==> src/rtl/seg7_pkg.sv <==
// Shared widths and the active-low hex glyph table for the 7-segment scan path.
package seg7_pkg;

  localparam int IDX_W = 3;
  localparam int NIB_W = 4;
  localparam int SEG_W = 7;

  localparam logic [SEG_W-1:0] SEG_OFF = 7'h7F;

  // Bit order {g,f,e,d,c,b,a}; a 0 lights the segment.
  localparam logic [SEG_W-1:0] SEG_HEX [16] = '{
    7'h40, 7'h79, 7'h24, 7'h30, 7'h19, 7'h12, 7'h02, 7'h78,
    7'h00, 7'h10, 7'h08, 7'h03, 7'h46, 7'h21, 7'h06, 7'h0E
  };

endpackage

==> src/rtl/seg7_hex_decode.sv <==
// Combinational nibble-to-glyph lookup (hex 0-F, active-low segments).
module seg7_hex_decode
  import seg7_pkg::*;
(
  input  logic [NIB_W-1:0] nibble,
  output logic [SEG_W-1:0] seg
);

  assign seg = SEG_HEX[nibble];

endmodule

==> src/rtl/seg7_scan_ctrl.sv <==
// Multiplexed 7-segment scan: per-frame input snapshot, slot guard band,
// leading-zero blanking and frame-rate brightness PWM, registered pin outputs.
module seg7_scan_ctrl
  import seg7_pkg::*;
#(
  parameter int N_DIG     = 8,
  parameter int SCAN_DIV  = 100000,
  parameter int BLANK_CYC = 16,
  parameter int BRIGHT_W  = 4
) (
  input  logic                 clk,
  input  logic                 rst,
  input  logic [4*N_DIG-1:0]   value,
  input  logic [N_DIG-1:0]     dig_en,
  input  logic                 lz_blank,
  input  logic [BRIGHT_W-1:0]  bright,
  output logic [N_DIG-1:0]     an,
  output logic [SEG_W-1:0]     seg,
  output logic [IDX_W-1:0]     digit_idx,
  output logic                 frame_sync
);

  localparam int CNT_W = (SCAN_DIV > 1) ? $clog2(SCAN_DIV) : 1;
  localparam logic [CNT_W-1:0] CNT_LAST  = CNT_W'(SCAN_DIV - 1);
  localparam logic [CNT_W-1:0] BLANK_LIM = CNT_W'(BLANK_CYC);
  localparam logic [IDX_W-1:0] IDX_LAST  = IDX_W'(N_DIG - 1);

  logic [CNT_W-1:0]    cnt_q, cnt_d;
  logic [IDX_W-1:0]    idx_q, idx_d;
  logic [BRIGHT_W-1:0] phase_q, phase_d;

  logic [4*N_DIG-1:0]  sh_val_q, sh_val_d;
  logic [N_DIG-1:0]    sh_en_q, sh_en_d;
  logic                sh_lz_q, sh_lz_d;
  logic [BRIGHT_W-1:0] sh_bright_q, sh_bright_d;

  logic [N_DIG-1:0]    an_q, an_d;
  logic [SEG_W-1:0]    seg_q, seg_d;
  logic [IDX_W-1:0]    digit_idx_q, digit_idx_d;
  logic                frame_sync_q, frame_sync_d;

  logic                slot_end, frame_end;
  logic [NIB_W-1:0]    cur_nib;
  logic                cur_en, upper_zero, lz_hit, lit;
  logic [SEG_W-1:0]    dec_seg;

  // Prescaler, digit index, PWM phase and once-per-frame snapshot.
  always_comb begin
    slot_end     = (cnt_q == CNT_LAST);
    frame_end    = slot_end && (idx_q == IDX_LAST);
    cnt_d        = slot_end ? '0 : cnt_q + 1'b1;
    idx_d        = idx_q;
    if (slot_end) idx_d = (idx_q == IDX_LAST) ? '0 : idx_q + 1'b1;
    phase_d      = frame_end ? phase_q + 1'b1 : phase_q;
    sh_val_d     = sh_val_q;
    sh_en_d      = sh_en_q;
    sh_lz_d      = sh_lz_q;
    sh_bright_d  = sh_bright_q;
    if (frame_end) begin
      sh_val_d    = value;
      sh_en_d     = dig_en;
      sh_lz_d     = lz_blank;
      sh_bright_d = bright;
    end
    frame_sync_d = frame_end;
  end

  // A digit is a leading zero when it and every more-significant nibble are zero.
  always_comb begin
    cur_nib    = '0;
    cur_en     = 1'b0;
    upper_zero = 1'b0;
    for (int k = 0; k < N_DIG; k++) begin
      if (idx_q == IDX_W'(k)) begin
        cur_nib    = sh_val_q[4*k +: 4];
        cur_en     = sh_en_q[k];
        upper_zero = ((sh_val_q >> (4*k)) == '0);
      end
    end
    lz_hit = (idx_q != '0) && sh_lz_q && upper_zero;
    lit    = cur_en && (phase_q < sh_bright_q) && !lz_hit && (cnt_q >= BLANK_LIM);
  end

  seg7_hex_decode u_dec (
    .nibble (cur_nib),
    .seg    (dec_seg)
  );

  always_comb begin
    for (int k = 0; k < N_DIG; k++) begin
      an_d[k] = !(lit && (idx_q == IDX_W'(k)));
    end
    seg_d       = lit ? dec_seg : SEG_OFF;
    digit_idx_d = idx_q;
  end

  always_ff @(posedge clk) begin
    if (rst) begin
      cnt_q        <= '0;
      idx_q        <= '0;
      phase_q      <= '0;
      sh_val_q     <= '0;
      sh_en_q      <= '0;
      sh_lz_q      <= 1'b0;
      sh_bright_q  <= '0;
      an_q         <= '1;
      seg_q        <= SEG_OFF;
      digit_idx_q  <= '0;
      frame_sync_q <= 1'b0;
    end else begin
      cnt_q        <= cnt_d;
      idx_q        <= idx_d;
      phase_q      <= phase_d;
      sh_val_q     <= sh_val_d;
      sh_en_q      <= sh_en_d;
      sh_lz_q      <= sh_lz_d;
      sh_bright_q  <= sh_bright_d;
      an_q         <= an_d;
      seg_q        <= seg_d;
      digit_idx_q  <= digit_idx_d;
      frame_sync_q <= frame_sync_d;
    end
  end

  assign an         = an_q;
  assign seg        = seg_q;
  assign digit_idx  = digit_idx_q;
  assign frame_sync = frame_sync_q;

endmodule
==> config.mk <==
export PLATFORM = sky130hd
export DESIGN_NAME = seg7_scan_ctrl
export DESIGN_NICKNAME = d
export VERILOG_FILES = /design/src/rtl/seg7_pkg.sv /design/src/rtl/seg7_hex_decode.sv /design/src/rtl/seg7_scan_ctrl.sv
export SDC_FILE = /design/constraint.sdc
export NUM_CORES = 1
export LEC_CHECK = 0
export BUFFER_PORTS_ARGS = -buffer_cell sky130_fd_sc_hd__buf_2
export CAP_MARGIN = 20
export CORE_UTILIZATION = 37
export CTS_BUF_LIST = sky130_fd_sc_hd__clkbuf_4
export DETAILED_ROUTE_END_ITERATION = 6
export PLACE_DENSITY_LB_ADDON = 0.12
export SLEW_MARGIN = 5
export SYNTH_ARGS = -nofsm -noshare
export SYNTH_HDL_FRONTEND = slang
export SYNTH_SLANG_ARGS = --single-unit
==> constraint.sdc <==
create_clock -name clk -period 7.85 [get_ports clk]
set_input_delay 1.1775 -clock clk [delete_from_list [all_inputs] [get_ports clk]]
set_output_delay 1.1775 -clock clk [all_outputs]
set_load 0.1 [all_outputs]
==> results.sh <==
export IMPL_ios=66
export IMPL_routedWlPerCell_um=13.6
export IMPL_layout_common_cells="123 x nand2_1, 88 x dfxtp_1, 65 x buf_2"
export IMPL_antenna_found_initial=0
export IMPL_min_delay_start="sh_bright_q[0]$_SDFFE_PP0P_"
export IMPL_cts_tree="built"
export IMPL_numPortBuffers=65
export IMPL_clk_latency_ns=0.45
export IMPL_p_leak_uw=0.00168
export IMPL_cts_setup_buffers=0
export IMPL_start_util_pct=38.1
export IMPL_syn_num_nets=579
export IMPL_clk_pin_slew_ns=0.13
export IMPL_synthToLayoutAreaGrowth_pct=12.6
export IMPL_seq_area_frac_synth_pct=42.6
export IMPL_r2r_slack_ns=4.21
export IMPL_grt_pass1_wl_mm=15.9
export IMPL_grt_pass1_vias=3314
export IMPL_yosys_warnings=0
export IMPL_netlist_area_mm2=0.00414
export IMPL_htree_levels=3
export IMPL_cts_buffer_depth=2
export IMPL_path_class="reg2reg"
export IMPL_num_vias=3589
export IMPL_peakVddDrop_mv=0.110
export IMPL_final_hold_viol_count=0
export IMPL_ant_nets=0
export IMPL_overflow=0
export IMPL_die_w_um=108
export IMPL_drv_cap=0
export IMPL_dr_first_iter_drc_count=131
export IMPL_holdPathEnd="sh_bright_q[0]$_SDFFE_PP0P_"
export IMPL_rsz0062_at_grt="false"
export IMPL_cpPeakStageDelay_ns=0.65
export IMPL_crit_arrival_ns=4.05
export IMPL_r2r_end="seg[3]$_SDFF_PP1_"
export IMPL_dr_pass1_iters=6
export IMPL_holdBufCountCts=0
export IMPL_synth_seq_cells=88
export IMPL_setup_violations_final=0
export IMPL_clkPwrFrac_pct=37.1
export IMPL_status="completed"
export IMPL_switching_share_pct=21.5
export IMPL_cp_max_fo=15
export IMPL_setup_worst_path_start_class="register"
export IMPL_nets=628
export IMPL_layout_drive_gt1_share_pct=17.3
export IMPL_fmax_mhz=275
export IMPL_fp_row_count=38
export IMPL_core_mm2=0.0108
export IMPL_routed_wl_mm=9.64
export IMPL_p_seq_share_pct=60.1
export IMPL_slew_headroom_pct=39.0
export IMPL_crit_required_ns=8.26
export IMPL_dpl_hpwl_mm=6.87
export IMPL_viasPerCell=5.08
export IMPL_end_kind="register"
export IMPL_drcViolationCount=0
export IMPL_antenna_cells_inserted=0
export IMPL_hp_class="reg2reg"
export IMPL_die_h_um=108
export IMPL_pwr_share_comb_pct=2.8
export IMPL_synth_main_ff_cell="dfxtp_1"
export IMPL_critPathTopFamily="compound AO/OA/AOI/OAI gates"
export IMPL_hold_depth=2
export IMPL_ff2ff_path_depth=11
export IMPL_dieArea_mm2=0.0116
export IMPL_p_int_uw=586
export IMPL_final_util_pct=43.0
export IMPL_setup_tns_ns=0
export IMPL_cts_root_buf="clkbuf_4"
export IMPL_clock_sinks=88
export IMPL_gp_congestion=0.832
export IMPL_synth_edf_count=0
export IMPL_synth_cells=515
export IMPL_cts_resized=0
export IMPL_period_needed_ns=3.64
export IMPL_skew_ns=0.0125
export IMPL_synthArstFlopShare_pct=0
export IMPL_track_usage_pct=17.6
export IMPL_critPathSlowestCell="dfxtp_1"
export IMPL_powerDensity_mw_per_mm2=160
export IMPL_syn_avg_cell_area_um2=8.03
export IMPL_final_common_cell="nand2_1"
export IMPL_p_switching_uw=161
export IMPL_synth_distinct_cells=52
export IMPL_worst_pin_slew_ns=0.913
export IMPL_grt_max_degree=59
export IMPL_cts_made_buffers=9
export IMPL_crit_chain="inv_1 > ha_1 > or2_1 > a221oi_1 > o22ai_1 > a21oi_1 > ha_1 > inv_1 > or3_1 > a21oi_1 > a211o_1"
export IMPL_finalMaxSlewViolations=0
export IMPL_post_route_period_util_pct=46.4
export IMPL_path_buf_inv=2
export IMPL_r2r_start="digit_idx_d[2]$_SDFFE_PP0N_"
layout make-up:
| type | count | area (µm²) |
|---|---|---|
| clock inverters | 4 | 71.3 |
| clock buffers | 10 | 75.1 |
| multi-input cells | 374 | 2140 |
| well taps | 140 | 175 |
| flip-flops and latches | 88 | 1760 |
| inverters | 23 | 86.3 |
| fillers | 1134 | 6180 |
| repair buffers | 68 | 348 |
sequential cells by signal, indices dropped and copies added (netlist names):
register     flops
sh_val_q        32
cnt_q           17
an               8
sh_en_q          8
seg              7
phase_q          4
sh_bright_q      4
digit_idx        3
digit_idx_d      3
frame_sync       1
sh_lz_q          1
worst max-delay path by stage:
stage / start / to / slack (ns) / cells after the start
after floorplan: digit_idx_d[2]$_SDFFE_PP0N_ / seg[3]$_SDFF_PP1_ / 4.87 / 13
after global placement: digit_idx_d[2]$_SDFFE_PP0N_ / seg[3]$_SDFF_PP1_ / 4.39 / 11
after detailed placement: digit_idx_d[2]$_SDFFE_PP0N_ / seg[3]$_SDFF_PP1_ / 4.28 / 11
after CTS: digit_idx_d[2]$_SDFFE_PP0N_ / seg[3]$_SDFF_PP1_ / 4.23 / 11
after global routing: digit_idx_d[2]$_SDFFE_PP0N_ / seg[3]$_SDFF_PP1_ / 3.93 / 11
final: digit_idx_d[2]$_SDFFE_PP0N_ / seg[3]$_SDFF_PP1_ / 4.21 / 11
per-layer routing:
layer  wire (µm)  global-route usage [%]
met5           0                       0
met4         136                    5.97
met3         418                    4.24
met2        4460                    28.1
met1        4630                    23.2
per-stage QoR:
stage          hold slack (ns)  total power (µW)  instance area (µm²)  setup WS, ns  instances
2_1_floorplan            0.427               467                 4140          4.87        515
3_3_place_gp             0.442               480                 4510          4.39        693
3_5_place_dp             0.447               481                 4510          4.28        693
4_1_cts                  0.463               760                 4660          4.23        707
5_1_grt                  0.483               778                 4660          3.93        707
6_report                 0.461               747                 4660          4.21        707
cell families (layout without fill, tap and decap cells):
family                     count (synthesis)  in the layout  synth area share, %
AOI/OAI and AO/OA                        103            103                 15.6
DFF                                       88             88                 42.6
xor gates and xnor gates                  19             19                 4.02
and+or+nand+nor                          230            230                 25.6
muxes                                      5              5                 1.21
buffers and inverters                     53            105                 5.78
adders and majority gates                 17             17                 5.14
worst register-to-register path, stage by stage, from the launching register on:
cell and delay [ns]:
dfxtp_1 0.65, inv_1 0.40, ha_1 0.47, or2_1 0.30, a221oi_1 0.22, o22ai_1 0.15, a21oi_1 0.43, ha_1 0.28
inv_1 0.09, or3_1 0.37, a21oi_1 0.13, a211o_1 0.11
cell usage after synthesis, types with 8 or more instances:
cell	n	area share (%)
nand2_1	123	11
dfxtp_1	88	43
a21oi_1	61	7.4
nor2_1	37	3.4
inv_1	22	2.0
ha_1	17	5.1
nand3_1	17	2.1
clkbuf_1	12	1.1
buf_2	11	1.3
o21ai_0	11	1.3
xor2_1	11	2.3
nor4_1	10	1.5
xnor2_1	8	1.7
power by group through the flow:
| stage | combinational, µW | sequential (µW) | clock [µW] |
|---|---|---|---|
| after floorplan | 8.13 | 459 | 0 |
| after global placement | 20.5 | 460 | 0 |
| after detailed placement | 21.0 | 460 | 0 |
| after CTS | 21.1 | 450 | 289 |
| after global routing | 23.4 | 450 | 304 |
| final | 20.6 | 450 | 277 |
No activity file was read; power rests on OpenSTA's default activity.
